==> src/rtl/decim_pkg.sv <==
// rtl/decim_pkg.sv - shared widths, output limits and FIFO word type for the decimator output stage
package decim_pkg;

    localparam int IN_WIDTH_DEF  = 50;
    localparam int OUT_WIDTH_DEF = 24;

    localparam logic signed [OUT_WIDTH_DEF-1:0] OUT_MAX = {1'b0, {(OUT_WIDTH_DEF-1){1'b1}}};
    localparam logic signed [OUT_WIDTH_DEF-1:0] OUT_MIN = {1'b1, {(OUT_WIDTH_DEF-1){1'b0}}};

    typedef struct packed {
        logic                            sat;
        logic signed [OUT_WIDTH_DEF-1:0] data;
    } fmt_word_t;

endpackage

==> src/rtl/decim_sync_fifo.sv <==
// rtl/decim_sync_fifo.sv - first-word-fall-through FIFO with registered head word and exact level
module decim_sync_fifo #(
    parameter int DEPTH = 8,
    parameter int WIDTH = 25
) (
    input  logic                   clk,
    input  logic                   rst,
    input  logic                   s_tvalid_i,
    input  logic [WIDTH-1:0]       s_tdata_i,
    input  logic                   m_tready_i,
    output logic [WIDTH-1:0]       m_tdata_o,
    output logic [$clog2(DEPTH):0] level_o,
    output logic                   full_o,
    output logic                   empty_o
);

    localparam int AW = $clog2(DEPTH);
    localparam int LW = AW + 1;

    logic [WIDTH-1:0] mem_q [DEPTH];
    logic [AW-1:0]    wr_ptr_q, wr_ptr_d;
    logic [AW-1:0]    rd_ptr_q, rd_ptr_d;
    logic [LW-1:0]    level_q, level_d;
    logic [WIDTH-1:0] head_q, head_d;
    logic             pop;
    logic             push_ok;

    assign full_o  = (level_q == LW'(DEPTH));
    assign empty_o = (level_q == '0);
    assign pop     = m_tready_i && !empty_o;
    assign push_ok = s_tvalid_i && (!full_o || pop);

    // The head register is loaded with whatever will sit at the read pointer
    // after this edge, bypassing the array when that entry is being written now.
    always_comb begin
        wr_ptr_d = push_ok ? wr_ptr_q + AW'(1) : wr_ptr_q;
        rd_ptr_d = pop ? rd_ptr_q + AW'(1) : rd_ptr_q;
        level_d  = level_q + LW'(push_ok) - LW'(pop);
        if (level_d == '0) begin
            head_d = '0;
        end else if (push_ok && (rd_ptr_d == wr_ptr_q)) begin
            head_d = s_tdata_i;
        end else begin
            head_d = mem_q[rd_ptr_d];
        end
    end

    always_ff @(posedge clk or posedge rst) begin
        if (rst) begin
            wr_ptr_q <= '0;
            rd_ptr_q <= '0;
            level_q  <= '0;
            head_q   <= '0;
        end else begin
            wr_ptr_q <= wr_ptr_d;
            rd_ptr_q <= rd_ptr_d;
            level_q  <= level_d;
            head_q   <= head_d;
        end
    end

    always_ff @(posedge clk) begin
        if (push_ok) begin
            mem_q[wr_ptr_q] <= s_tdata_i;
        end
    end

    assign m_tdata_o = head_q;
    assign level_o   = level_q;

endmodule

==> src/rtl/decim_output_formatter.sv <==
// rtl/decim_output_formatter.sv - shift/round/saturate the halfband output and buffer it for the host
module decim_output_formatter
    import decim_pkg::*;
#(
    parameter int IN_WIDTH    = IN_WIDTH_DEF,
    parameter int OUT_WIDTH   = OUT_WIDTH_DEF,
    parameter int SHIFT_WIDTH = 6,
    parameter int FIFO_DEPTH  = 8,
    parameter int CNT_WIDTH   = 16
) (
    input  logic                          clk,
    input  logic                          rst,
    input  logic                          in_valid,
    input  logic [IN_WIDTH-1:0]           in_data,
    input  logic [SHIFT_WIDTH-1:0]        shift,
    output logic                          out_valid,
    input  logic                          out_ready,
    output logic [OUT_WIDTH-1:0]          out_data,
    output logic                          out_sat,
    output logic [$clog2(FIFO_DEPTH):0]   fifo_level,
    output logic                          overflow,
    input  logic                          clr_overflow,
    output logic [CNT_WIDTH-1:0]          sat_count
);

    localparam int RW = IN_WIDTH + 1;
    localparam logic [SHIFT_WIDTH-1:0] MAX_SHIFT = SHIFT_WIDTH'(IN_WIDTH - 1);
    localparam logic signed [RW-1:0]   LIM_HI    = RW'(OUT_MAX);
    localparam logic signed [RW-1:0]   LIM_LO    = RW'(OUT_MIN);

    logic                   s1_valid_q;
    logic signed [RW-1:0]   s1_r_q, s1_r_d;
    logic [SHIFT_WIDTH-1:0] eff_shift;
    logic signed [RW-1:0]   in_ext;
    logic signed [RW-1:0]   bias;

    logic                   s2_valid_q;
    fmt_word_t              s2_q, s2_d;

    logic [CNT_WIDTH-1:0]   sat_count_q, sat_count_d;
    logic                   overflow_q, overflow_d;

    fmt_word_t              head_w;
    logic                   fifo_full;
    logic                   fifo_empty;
    logic                   drop;

    // One extra bit of headroom so adding the half-LSB bias can never wrap.
    always_comb begin
        eff_shift = (shift > MAX_SHIFT) ? MAX_SHIFT : shift;
        in_ext    = {in_data[IN_WIDTH-1], in_data};
        bias      = (eff_shift != '0) ? (RW'(1) << (eff_shift - SHIFT_WIDTH'(1))) : '0;
        s1_r_d    = (in_ext + bias) >>> eff_shift;
    end

    always_comb begin
        s2_d = s2_q;
        if (s1_r_q > LIM_HI) begin
            s2_d.sat  = 1'b1;
            s2_d.data = OUT_MAX;
        end else if (s1_r_q < LIM_LO) begin
            s2_d.sat  = 1'b1;
            s2_d.data = OUT_MIN;
        end else begin
            s2_d.sat  = 1'b0;
            s2_d.data = s1_r_q[OUT_WIDTH_DEF-1:0];
        end
    end

    // Dropped samples still count toward saturation statistics.
    always_comb begin
        sat_count_d = sat_count_q;
        if (s1_valid_q && s2_d.sat && (sat_count_q != '1)) begin
            sat_count_d = sat_count_q + CNT_WIDTH'(1);
        end
    end

    assign drop = s2_valid_q && fifo_full && !(out_valid && out_ready);

    always_comb begin
        overflow_d = overflow_q;
        if (drop) begin
            overflow_d = 1'b1;
        end else if (clr_overflow) begin
            overflow_d = 1'b0;
        end
    end

    always_ff @(posedge clk or posedge rst) begin
        if (rst) begin
            s1_valid_q  <= 1'b0;
            s1_r_q      <= '0;
            s2_valid_q  <= 1'b0;
            s2_q        <= '0;
            sat_count_q <= '0;
            overflow_q  <= 1'b0;
        end else begin
            s1_valid_q  <= in_valid;
            s2_valid_q  <= s1_valid_q;
            sat_count_q <= sat_count_d;
            overflow_q  <= overflow_d;
            if (in_valid) begin
                s1_r_q <= s1_r_d;
            end
            if (s1_valid_q) begin
                s2_q <= s2_d;
            end
        end
    end

    decim_sync_fifo #(
        .DEPTH (FIFO_DEPTH),
        .WIDTH ($bits(fmt_word_t))
    ) u_fifo (
        .clk        (clk),
        .rst        (rst),
        .s_tvalid_i (s2_valid_q),
        .s_tdata_i  (s2_q),
        .m_tready_i (out_ready),
        .m_tdata_o  (head_w),
        .level_o    (fifo_level),
        .full_o     (fifo_full),
        .empty_o    (fifo_empty)
    );

    assign out_valid = !fifo_empty;
    assign out_data  = head_w.data;
    assign out_sat   = head_w.sat;
    assign overflow  = overflow_q;
    assign sat_count = sat_count_q;

endmodule

==> config.mk <==
export PLATFORM = sky130hd
export DESIGN_NAME = decim_output_formatter
export DESIGN_NICKNAME = d
export VERILOG_FILES = /design/src/rtl/decim_pkg.sv /design/src/rtl/decim_sync_fifo.sv /design/src/rtl/decim_output_formatter.sv
export SDC_FILE = /design/constraint.sdc
export NUM_CORES = 1
export LEC_CHECK = 0
export ABC_AREA = 1
export ABC_CLOCK_PERIOD_IN_PS = 5900
export CELL_PAD_IN_SITES_DETAIL_PLACEMENT = 1
export CELL_PAD_IN_SITES_GLOBAL_PLACEMENT = 2
export CORE_MARGIN = 5
export CORE_UTILIZATION = 37
export CTS_BUF_LIST = sky130_fd_sc_hd__clkbuf_8
export DETAILED_ROUTE_END_ITERATION = 10
export HOLD_SLACK_MARGIN = 0.02
export PLACE_DENSITY_LB_ADDON = 0.1
export SLEW_MARGIN = 10
export SYNTH_ARGS = -nofsm -noshare
export SYNTH_HDL_FRONTEND = slang
export SYNTH_SLANG_ARGS = --single-unit
export TNS_END_PERCENT = 5
==> constraint.sdc <==
create_clock -name clk -period 5.9 [get_ports clk]
set_clock_uncertainty 0.05 [all_clocks]
set_input_delay 0.885 -clock clk [delete_from_list [all_inputs] [get_ports clk]]
set_output_delay 0.885 -clock clk [all_outputs]
set_load 0.005 [all_outputs]
==> metrics.cfg, run 1 <==
[status]
status = completed

[global_route]
grt-ovfl-total = 0
antenna_found_initial = 0
grt_pass1_vias = 21851
grt_max_degree = 88
grt_use_total_pct = 25.9
grt_first_pass_wirelength_mm = 128

[timing]
max_slew_margin_pct = 29.6
rsz0062_at_grt = false
drv_slew = 0
fin_ws_ns = 0.351
whs_ns = 0.446
worst_slew_pin_slew_ns = 1.05
period_share_pct = 94.0
max_freq_mhz = 180
setup_viol = 0
hold_violations = 0
fin_crit_ns = 5.55

[die]
dieArea_um2 = 62900
io_pins = 108
die_h_um = 251
core_um2 = 57600
row_count = 88
start_util_pct = 37.2
die_w_um = 251

[run]
drv_cap = 0

[power_and_ir_drop]
p_sw_share_pct = 38.6
ir_drop_v = 0.000483
seqPwrFrac_pct = 36.9
p_per_area_nw_per_um2 = 339
power.total_mw = 8.65
internal-power_mw = 5.31
p_switching_mw = 3.34
leakage_nw = 11.6
combPwrFrac_pct = 38.5
p_clk_share_pct = 24.7

[route]
drt.antenna.violating_nets = 0
dr.pass1.iters = 5
route.detailed.drc = 0
wl_per_cell_um = 21.4
avgViaCountPerCell = 5.32
vias = 20726
drt-total-wl_mm = 83.2
drtIter0Drc = 1374

[critical_path]
critPathRequiredTime_ns = 6.39
worstSetupPathType = primary input to flip-flop
slowest_delay_ns = 0.67
endpoint_kind = flip-flop
crit_fanout = 10
start_kind = primary input
critPathBufInv = 7
reg2reg_slack_ns = 2.33
slowest_stage = clkdlybuf4s50_1
crit_top_cell = nand3_1
cp_top_family = simple AND/OR/NAND/NOR gates
cp.arrival_ns = 6.04

[synth]
syn_inst = 2865
syn_area_um2 = 21400
ys_ff_latch = 330
syn-num-nets = 2987
ys_warn_count = 0
syn_avg_cell_area_um2 = 7.49
synth.distinct_cells = 52
yosysSeqAreaShare_pct = 43.2

[placement]
dpl.hpwl_mm = 62.8
dp_slack_ns = -0.210
gp_congestion = 0.943
place_area_um2 = 24300
port_buffers = 107

[clock_tree]
htree_levels = 2
cts_tree = done
worstSkewPairLatency_ns = 0.66
cts_setup_buffers = 0
cts.clk_slew.worst_paths_ns = 0.06
cts_hold_buffers = 0
ctsRootBufferMaster = clkbuf_8
numCtsBuffers = 55
cts_sinks = 330
cts-resized-gates = 0
clk_path_buf_depth = 3

[hold_path]
worst_hold_path_type = flip-flop to flip-flop

[finish]
area_delta_synth_final_pct = 19.0
n_antenna_cell = 0
finalNetCount = 3208
fillers = 7128
design_area_um2 = 25500
drive_above_1_share_pct = 12.5

## cells in the final DEF (no fill, tap or decap), types with 30 or more instances in the layout
| cell | instances |
|---|---|
| clkbuf_8 | 63 |
| o21ai_0 | 57 |
| inv_1 | 315 |
| nand2_1 | 848 |
| buf_4 | 174 |
| dfrtp_1 | 130 |
| nand2_2 | 30 |
| a21oi_1 | 89 |
| nor2_1 | 214 |
| clkdlybuf4s50_1 | 106 |
| ha_1 | 59 |
| nand3_1 | 496 |
| edfxtp_1 | 200 |
| nand4_1 | 41 |
## registers in the layout, summed over array words and instances (netlist names)
| register | count |
|---|---|
| overflow | 1 |
| s2_valid_q | 1 |
| u_fifo.rd_ptr_q | 3 |
| u_fifo.level_o | 4 |
| u_fifo.m_tdata_o | 25 |
| u_fifo.mem_q | 200 |
| u_fifo.wr_ptr_q | 3 |
| s2_q | 25 |
| sat_count | 16 |
| s1_valid_q | 1 |
| s1_r_q | 51 |
## synth_stat cells (all sizes together)
master  count  area, um^2
nor4       12        75.1
mux2        1        11.3
o211ai      4        35.0
buf        61         345
o21a        1        7.51
and3        2        12.5
xor2       24         218
xnor2      12         105
and2        3        18.8
nor2      248        1010
nor3       24         150
nand3     508        2600
a31oi      11        68.8
clkinv      2        7.51
conb        1        3.75
edfxtp    200        6010
o22a       23         201
a21boi      1        7.51
clkbuf     58         218
fa          2        40.0
inv       315        1180
dfrtp     130        3250
nand3b     13        97.6
a22oi       2        15.0
o21ai      79         399
or2        11        68.8
a311oi     25         282
o21bai      9        67.6
nand2     879        3380
a21oi      95         498
nor3b       1        7.51
nand4      42         269
o22ai       7        43.8
ha         59         738
## metrics by stage
| stage | utilization, % | TNS, ns | cells |
|---|---|---|---|
| after CTS | 44.3 | 0 | 3896 |
| after global placement | 42.3 | -1.79 | 3794 |
| after detailed placement | 42.3 | -4.19 | 3794 |
| after global routing | 44.3 | 0 | 3896 |
| final | 44.3 | 0 | 3896 |
| after floorplan | - | 0 | 2865 |
## final cells by class
type | count | area (um^2) | area share, %
clock inverters | 39 | 313 | 1.23
repair buffers | 283 | 2410 | 9.46
clock buffers | 63 | 867 | 3.40
well taps | 765 | 957 | 3.75
multi-input cells | 2099 | 10500 | 41.2
inverters | 317 | 1190 | 4.68
flip-flops and latches | 330 | 9260 | 36.3
## worst paths after layout
kind | start | end | cells past startpoint
max | shift[3] | s1_r_q[6]$_DFFE_PP0P_ | 28
min | s1_r_q[4]$_DFFE_PP0P_ | s1_r_q[4]$_DFFE_PP0P_ | 2
max reg2reg | u_fifo.level_o[2]$_DFF_PP0_ | u_fifo.m_tdata_o[19]$_DFF_PP0_ | 14
min reg2reg | s1_r_q[4]$_DFFE_PP0P_ | s1_r_q[4]$_DFFE_PP0P_ | 2
max in group asynchronous | rst | u_fifo.m_tdata_o[21]$_DFF_PP0_ | 3
min in group asynchronous | rst | u_fifo.m_tdata_o[6]$_DFF_PP0_ | 2
## logic make-up after synthesis
group | Yosys count | share of synthesized area (%)
simple gates | 1743 | 35.9
buf+inv | 436 | 8.17
flops | 330 | 43.2
compound gates | 257 | 7.58
fa+ha+maj | 61 | 3.63
xor+xnor | 36 | 1.51
other cells | 1 | 0.0175
mux | 1 | 0.0525
## layer usage
layer / share of wire (%) / GRT usage [%] / vias to the layer above
met3: 3.4 / 2.36 / 122
met2: 50 / 46.5 / 396
li1: - / - / 9969
met1: 44 / 33.7 / 10239
met4: 2.7 / 7.00 / 0
met5: 0 / 0 / -
## worst reg2reg max path: stages, from the launching register on
cell and delay, ns:
dfrtp_1 0.35, inv_1 0.09, ha_1 0.20, nand2_1 0.10, nand2_2 0.14, nor2_2 0.15, xor2_2 0.40, buf_4 0.45
inv_2 0.07, o22ai_1 0.11, nor2_1 0.09, o211ai_4 0.15, buf_4 0.55, nor2_1 0.11, a311oi_1 0.42
## power groups by stage
| stage | clock, mW | sequential, mW | combinational [mW] |
|---|---|---|---|
| 2_1_floorplan | 0 | 3.16 | 2.07 |
| 3_3_place_gp | 0 | 3.20 | 3.26 |
| 3_5_place_dp | 0 | 3.23 | 3.36 |
| 4_1_cts | 2.19 | 3.19 | 3.38 |
| 5_1_grt | 2.30 | 3.23 | 3.66 |
| 6_report | 2.14 | 3.19 | 3.33 |
No activity file was read; power rests on OpenSTA's default activity.
==> run 2, diff against run 1 <==
Settings changed: ABC_AREA 1 to unset, CORE_UTILIZATION 37 to 41.
==> run 2 against run 1 <==
Compared with the run above: register-to-register slack better by 0.05 ns; worst setup slack lost 0.25 ns; final area up 8.6%; synthesized cell count shrank 24%; clock power shrank 18%; total power down 1.1%.
==> metrics.cfg, run 2 <==
[status]
status = completed  ; unchanged

[finish]
top_register = u_fifo.mem_q  ; unchanged
final_common_cell = buf_4  ; was nand2_1
top_regs = u_fifo.mem_q x200, s1_r_q x51  ; unchanged
finalNetCount = 2854  ; was 3,208
largest_reg_flops = 200  ; unchanged
multi_input_area_um2 = 11400  ; was 10,500 um^2
fillers = 5861  ; was 7,128
final-seq-area_um2 = 9260  ; unchanged
drive_above_1_share_pct = 25.7  ; was 12.5%
mostFrequentLayoutCells = buf_4, nor2_1, edfxtp_1, nand2_1, a21oi_1  ; was nand2_1, nand3_1, inv_1, nor2_1, edfxtp_1
area_delta_synth_final_pct = 30.4  ; was 19.0%

[clock_tree]
numCtsBuffers = 48  ; was 55
ctsRootBufferMaster = clkbuf_8  ; unchanged
htree_levels = 2  ; unchanged
cts.clk_slew.worst_paths_ns = 0.07  ; was 0.06 ns
worstSkewPairLatency_ns = 0.59  ; was 0.66 ns
cts_sinks = 330  ; unchanged
clk_path_buf_depth = 3  ; unchanged
cts_tree = done  ; unchanged
cts_hold_buffers = 0  ; unchanged

[power_and_ir_drop]
power.total_mw = 8.56  ; was 8.65 mW
p_clk_share_pct = 20.5  ; was 24.7%
p_switching_mw = 3.08  ; was 3.34 mW
p_sw_share_pct = 36.0  ; was 38.6%
seqPwrFrac_pct = 37.8  ; was 36.9%
ir_drop_v = 0.000391  ; was 0.000483 V
p_per_area_nw_per_um2 = 309  ; was 339 nW/um^2
combPwrFrac_pct = 41.7  ; was 38.5%
internal-power_mw = 5.48  ; was 5.31 mW
leakage_nw = 11.3  ; was 11.6 nW

[global_route]
grt_pass1_vias = 22155  ; was 21,851
grt_max_degree = 98  ; was 88
antenna_found_initial = 2  ; was 0
grt_first_pass_wirelength_mm = 136  ; was 128 mm
grt_use_total_pct = 31.0  ; was 25.9%
grt-ovfl-total = 0  ; unchanged

[synth]
ys_warn_count = 0  ; unchanged
ys_ff_latch = 330  ; unchanged
synth_xor_area_share_pct = 1.65  ; was 1.51%
synth_top_family_by_area = compound AO/OA/AOI/OAI gates  ; was simple AND/OR/NAND/NOR gates
synth.distinct_cells = 105  ; was 52
syn-num-nets = 2310  ; was 2,987
synth_enable_flop_cells = 200  ; unchanged
muxShareOfSynthArea_pct = 9.18  ; was 0.0525%
synth.area.top_cells = edfxtp_1, dfrtp_1, mux2i_1  ; was edfxtp_1, dfrtp_1, nand2_1
netlist.area_leader.share_pct = 28.3  ; was 28.0%
yosysMostFrequentCell = nor2_1  ; was nand2_1
synth_top_area_cell = edfxtp_1  ; unchanged
syn_inst = 2188  ; was 2,865
ys_top_cells_by_count = nor2_1, edfxtp_1, nand2_1, a21oi_1, dfrtp_1  ; was nand2_1, nand3_1, inv_1, nor2_1, edfxtp_1
synthAdderAreaFrac_pct = 3.66  ; was 3.63%
syn_avg_cell_area_um2 = 9.71  ; was 7.49 um^2
syn_area_um2 = 21200  ; was 21,400 um^2
ys.flop_type = edfxtp_1  ; unchanged
yosysSeqAreaShare_pct = 43.6  ; was 43.2%
yosys.area_share.simple_pct = 16.7  ; was 35.9%
synth_compound_area_share_pct = 21.8  ; was 7.58%
synth-async-reset-ratio_pct = 39.4  ; unchanged

[route]
vias = 20821  ; was 20,726
wl_per_cell_um = 26.0  ; was 21.4 um
drt-total-wl_mm = 89.9  ; was 83.2 mm
drtIter0Drc = 1374  ; unchanged
drt.antenna.violating_nets = 0  ; unchanged
dr.pass1.iters = 5  ; unchanged
route.detailed.drc = 0  ; unchanged
avgViaCountPerCell = 6.03  ; was 5.32

[die]
core_um2 = 51300  ; was 57,600 um^2
io_pins = 108  ; unchanged
row_count = 83  ; was 88
dieArea_um2 = 56500  ; was 62,900 um^2
die_h_um = 238  ; was 251 um
die_w_um = 238  ; was 251 um
start_util_pct = 41.4  ; was 37.2%

[critical_path]
crit_top_cell = buf_4  ; was nand3_1
cp.arrival_ns = 6.21  ; was 6.04 ns
reg2reg_slack_ns = 2.38  ; was 2.33 ns
crit_fanout = 5  ; was 10
endpoint_kind = flip-flop  ; unchanged
slowest_stage = clkdlybuf4s50_1  ; unchanged
slowest_delay_ns = 0.57  ; was 0.67 ns
cp_cell_sequence = clkdlybuf4s50_1 -> buf_4 -> nor2_1 -> buf_4 -> nand2_1 -> nor3_1 -> ha_1 -> a21oi_1 -> o21ai_0 -> a211o_1 -> and4_1 -> o21ai_1 -> a21boi_1 -> or3_1 -> a31oi_4 -> a221o_1 -> a211oi_1 -> o41ai_1
start_kind = primary input  ; unchanged
worstSetupPathType = primary input to flip-flop  ; unchanged
critPathRequiredTime_ns = 6.31  ; was 6.39 ns

[timing]
whs_ns = 0.449  ; was 0.446 ns
fin_crit_ns = 5.80  ; was 5.55 ns
max_slew_margin_pct = 20.1  ; was 29.6%
setup_viol = 0  ; unchanged
max_freq_mhz = 173  ; was 180 MHz
hold_violations = 0  ; unchanged
worst_slew_pin_slew_ns = 1.20  ; was 1.05 ns
period_share_pct = 98.3  ; was 94.0%
drv_slew = 0  ; unchanged
rsz0062_at_grt = true  ; was false

[run]
drv_cap = 0  ; unchanged

[placement]
dpl.hpwl_mm = 69.1  ; was 62.8 mm
gp_congestion = 0.992  ; was 0.943
port_buffers = 107  ; unchanged

[hold_path]
worst_hold_path_type = flip-flop to flip-flop  ; unchanged

==> run 2: changes by cell type in the layout (fill, tap and decap cells not counted), sizes merged, moves of 21 or more <==
cell / change
a31oi: +31
nor3: +52
mux2i: +124
a21o: +25
mux4: +26
a21oi: +72
and3: +21
o21a: +22
buf: +355
nand3: -432
a211oi: +66
nand2: -710
inv: -278
o211ai: +40
==> run 2: final timing paths <==
kind | startpoint | to | depth (start not counted)
worst max-delay path | shift[5] | s1_r_q[2]$_DFFE_PP0P_ | 18
worst min-delay path | sat_count[10]$_DFFE_PP0P_ | sat_count[10]$_DFFE_PP0P_ | 1
worst max register to register | s1_r_q[50]$_DFFE_PP0P_ | sat_count[15]$_DFFE_PP0P_ | 10
worst min register to register | sat_count[10]$_DFFE_PP0P_ | sat_count[10]$_DFFE_PP0P_ | 1
max in group asynchronous | rst | s2_q[20]$_DFFE_PP0P_ | 3
min in group asynchronous | rst | u_fifo.level_o[2]$_DFF_PP0_ | 2
==> run 2: logic make-up after synthesis <==
family / after synthesis
AOI/OAI and AO/OA: 666
xor gates and xnor gates: 40
adders and majority gates: 61
buffers and inverters: 187
DFF: 330
muxes: 161
other: 1
and+or+nand+nor: 742
==> run 2: power groups by stage <==
stage | Clock (mW) | Combinational [mW] | Sequential [mW]
floorplan | 0 | 2.14 | 3.17
global placement | 0 | 3.41 | 3.23
detailed placement | 0 | 3.55 | 3.27
CTS | 1.79 | 3.57 | 3.24
global route | 1.90 | 3.81 | 3.28
finish | 1.75 | 3.57 | 3.24
==> run 2: layout make-up <==
class,instances,share of cell area (%)
antenna,1,0.00903
multi-input combinational,1671,41.1
inverter,43,0.610
clock inverter,36,0.668
sequential,330,33.4
tap,680,3.07
clock buffer,53,2.63
timing repair buffer,638,18.5
==> run 2: per-stage QoR <==
stage / setup WS (ns) / std cells / utilization, % / instance area, um^2 / setup TNS, ns
5_1_grt: -0.0238 / 3452 / 54.0 / 27700 / -0.0304
4_1_cts: 0.101 / 3450 / 53.9 / 27700 / 0
2_1_floorplan: 0.0323 / 2188 / - / 21200 / 0
6_report: 0.103 / 3452 / 54.0 / 27700 / 0
3_3_place_gp: -0.467 / 3361 / 52.1 / 26700 / -13.43
3_5_place_dp: -0.510 / 3361 / 52.1 / 26700 / -15.35
==> run 2: critical path: cells and delay by family <==
| family | cells | cell delay, ns |
|---|---|---|
| compound gates | 9 | 2.59 |
| simple gates | 5 | 1.42 |
| fa+ha+maj | 1 | 0.32 |
| buf+inv | 3 | 0.99 |
==> run 2: repair_timing <==
action	CTS	global route
buffers inserted	0	1
gates resized for setup	0	8
endpoints found under the setup margin	0	28
==> run 2: layer usage <==
| layer | part of all wire [%] | global-route usage (%) | wire length [um] | vias to the layer above |
|---|---|---|---|---|
| li1 | - | - | - | 9554 |
| met1 | 40 | 37.9 | 36300 | 10403 |
| met2 | 50 | 55.7 | 45300 | 629 |
| met3 | 3.8 | 2.48 | 3380 | 233 |
| met4 | 5.4 | 14.3 | 4870 | 2 |
| met5 | 0.014 | 0 | 13 | - |
==> edit, RTL diff (flow settings as in run 1) <==
Make the reset (`rst`) synchronous in 2 clocked blocks.
--- a/src/rtl/decim_sync_fifo.sv
+++ b/src/rtl/decim_sync_fifo.sv
@@ -45,7 +45,7 @@
         end
     end
 
-    always_ff @(posedge clk or posedge rst) begin
+    always_ff @(posedge clk) begin
         if (rst) begin
             wr_ptr_q <= '0;
             rd_ptr_q <= '0;
--- a/src/rtl/decim_output_formatter.sv
+++ b/src/rtl/decim_output_formatter.sv
@@ -86,7 +86,7 @@
         end
     end
 
-    always_ff @(posedge clk or posedge rst) begin
+    always_ff @(posedge clk) begin
         if (rst) begin
             s1_valid_q  <= 1'b0;
             s1_r_q      <= '0;
Check against the original RTL: differs if rst is asserted again (counterexample within 4 cycles, from zero or initial values and one cycle with rst high); with rst held inactive, the same outputs for 4 cycles.
==> edit against run 1 <==
- hold slack got worse by 0.020 ns
- cell area barely moved
- sequential cell count did not move
- total power fell by 19%
- worst setup slack got worse by 0.015 ns
- synthesized area fell by 2.0%
- routed wire length rose by 5.0%
- sequential power fell by 15%
- synthesized cell count rose by 1.6%
- critical path type unchanged
==> edit: results (changes against run 1) <==
vias per cell 5.34 (+0.34%); Post-Synth Adder-Cell Area 3.70% (+0.075 points); Distinct cells, synth 50 (-3.8%); clk sinks 330 (unchanged); sequential share of cell area 33.8% (-2.5 points); wire per inst 21.9 microns (+2.5%); largest net degree at the start of global routing 83 (-5.7%); Num CTS Buffers 53 (-3.6%); Worst path max stage delay 0.71 ns (+0.04 ns); worst vdd ir 0.436 mV (-9.8%); PD cells 276 nW/um^2 (-19%); leakage power 11.2 nW (-3.3%); nets@finish 3,312 (+3.2%); register area share after synthesis 41.0% (-2.2 points); Cells after DPL 3,891 (+2.6%); gr usage total 28.2% (+2.2 points); Placer Congestion 0.954 (+1.1%); n_taps 756 (-1.2%); status complete, no violations; footprint of the multi-input gates 10,800 sq um (+2.7%); critical hold path startpoint overflow; Synth area leaders edfxtp_1 (29%), nand2_1 (14%), dfxtp_1 (12%); Iteration-0 DRC Markers 1,255 (-8.7%); CP arrival 6.06 ns (+0.02 ns); FFs w/ async S/R, synth 0% (-39 points); FF-to-FF End u_fifo.m_tdata_o[16]; clk buf depth 3 (unchanged); final non-filler cell total 3,991 (+2.4%); Clock buffer cells 58 (-7.9%); syn_nets 3,033 (+1.5%); Layout fillers 7,094 (-0.48%); Place WS -0.278 ns (-0.0683 ns); Post-Place Cell Area 24,400 sq um (+0.34%); share of cells above drive strength 1 14.8% (+2.3 points); Crit Path Max Fanout 5 (-5); XOR/XNOR share of the synthesized area 1.02% (-0.48 points); Worst Reg-to-Reg Cells 12 (-2); flop-to-flop setup slack 2.10 ns (-0.23 ns); first-pass GRT wire length 134,000 microns (+4.1%); clock network share of area 4.23% (-0.40 points); Non-clk bufs 357 (+26%); Slew HR 28.5% (-1.1 points); number of global-route vias before repair 22,600 (+3.3%); post-detail-place hpwl 67,300 microns (+7.2%); Compound-Gate Fraction of Synth Area 12.5% (+4.9 points); mux contribution to synthesized area 0.0476% (-0.0049 points); Hold Path End overflow; Layout non-clock buf frac 11.6% (+2.2 points); FF-to-FF Start u_fifo.level_o[2]; hold slack 0.427 ns (-0.0198 ns); commonest cells in the synthesized netlist nand2_1 (761), nand3_1 (369), inv_1 (269)
[edit: cell count changes after synthesis, sizes merged, moves of 27 or more]
cell	run 1	this run
o21ai	79	234
dfrtp	130	0
dfxtp	0	130
nand3	508	392
nand2	879	796
nor2	248	292
o22ai	7	51
a21oi	95	132
a31oi	11	46
clkbuf	58	86
inv	315	288
[edit: power by group]
group          internal (W)  leakage [nW]  switching, W
Sequential          0.00260          2.91      0.000116
Combinational      0.000822          7.64       0.00150
Clock               0.00105         0.621      0.000952
Total               0.00447          11.2       0.00257
[edit: worst max path at each step]
stage                         from         end  slack [ns]  depth (start not counted)
final                     shift[3]  s1_r_q[11]        0.34                         28
after global routing      shift[3]  s1_r_q[15]        0.06                         28
after CTS                 shift[3]  s1_r_q[15]        0.42                         28
after detailed placement  shift[5]  s1_r_q[15]       -0.28                         28
after global placement    shift[3]  s1_r_q[15]       -0.30                         28
after floorplan           shift[2]   s1_r_q[2]        1.31                         34
[edit: critical path: cells and delay by family]
kind                       cells  cell delay, ns
AOI/OAI and AO/OA              2            0.32
buffers and inverters          5            1.43
adders and majority gates      1            0.25
and+or+nand+nor               20            3.16
[edit: logic make-up after synthesis]
logic type | Yosys count
buffers and inverters | 427
adder cells (fa/ha/maj) | 61
multiplexers | 1
AO/OA/AOI/OAI | 480
XOR/XNOR | 22
other | 1
AND/OR/NAND/NOR | 1589
flip-flops | 330
[edit: layer usage]
layer | track usage (%) | part of all wire (%) | vias to the layer above
li1 | - | - | 10400
met1 | 36.3 | 44 | 10400
met2 | 50.9 | 50 | 454
met3 | 2.58 | 3.6 | 117
met4 | 7.22 | 2.5 | 0
met5 | 0 | 0 | -
[edit: timing repair]
action,in CTS,in global routing
hold endpoints to repair,0,0
gates resized for setup,0,1
endpoints found under the setup margin,0,1
hold buffers,0,0
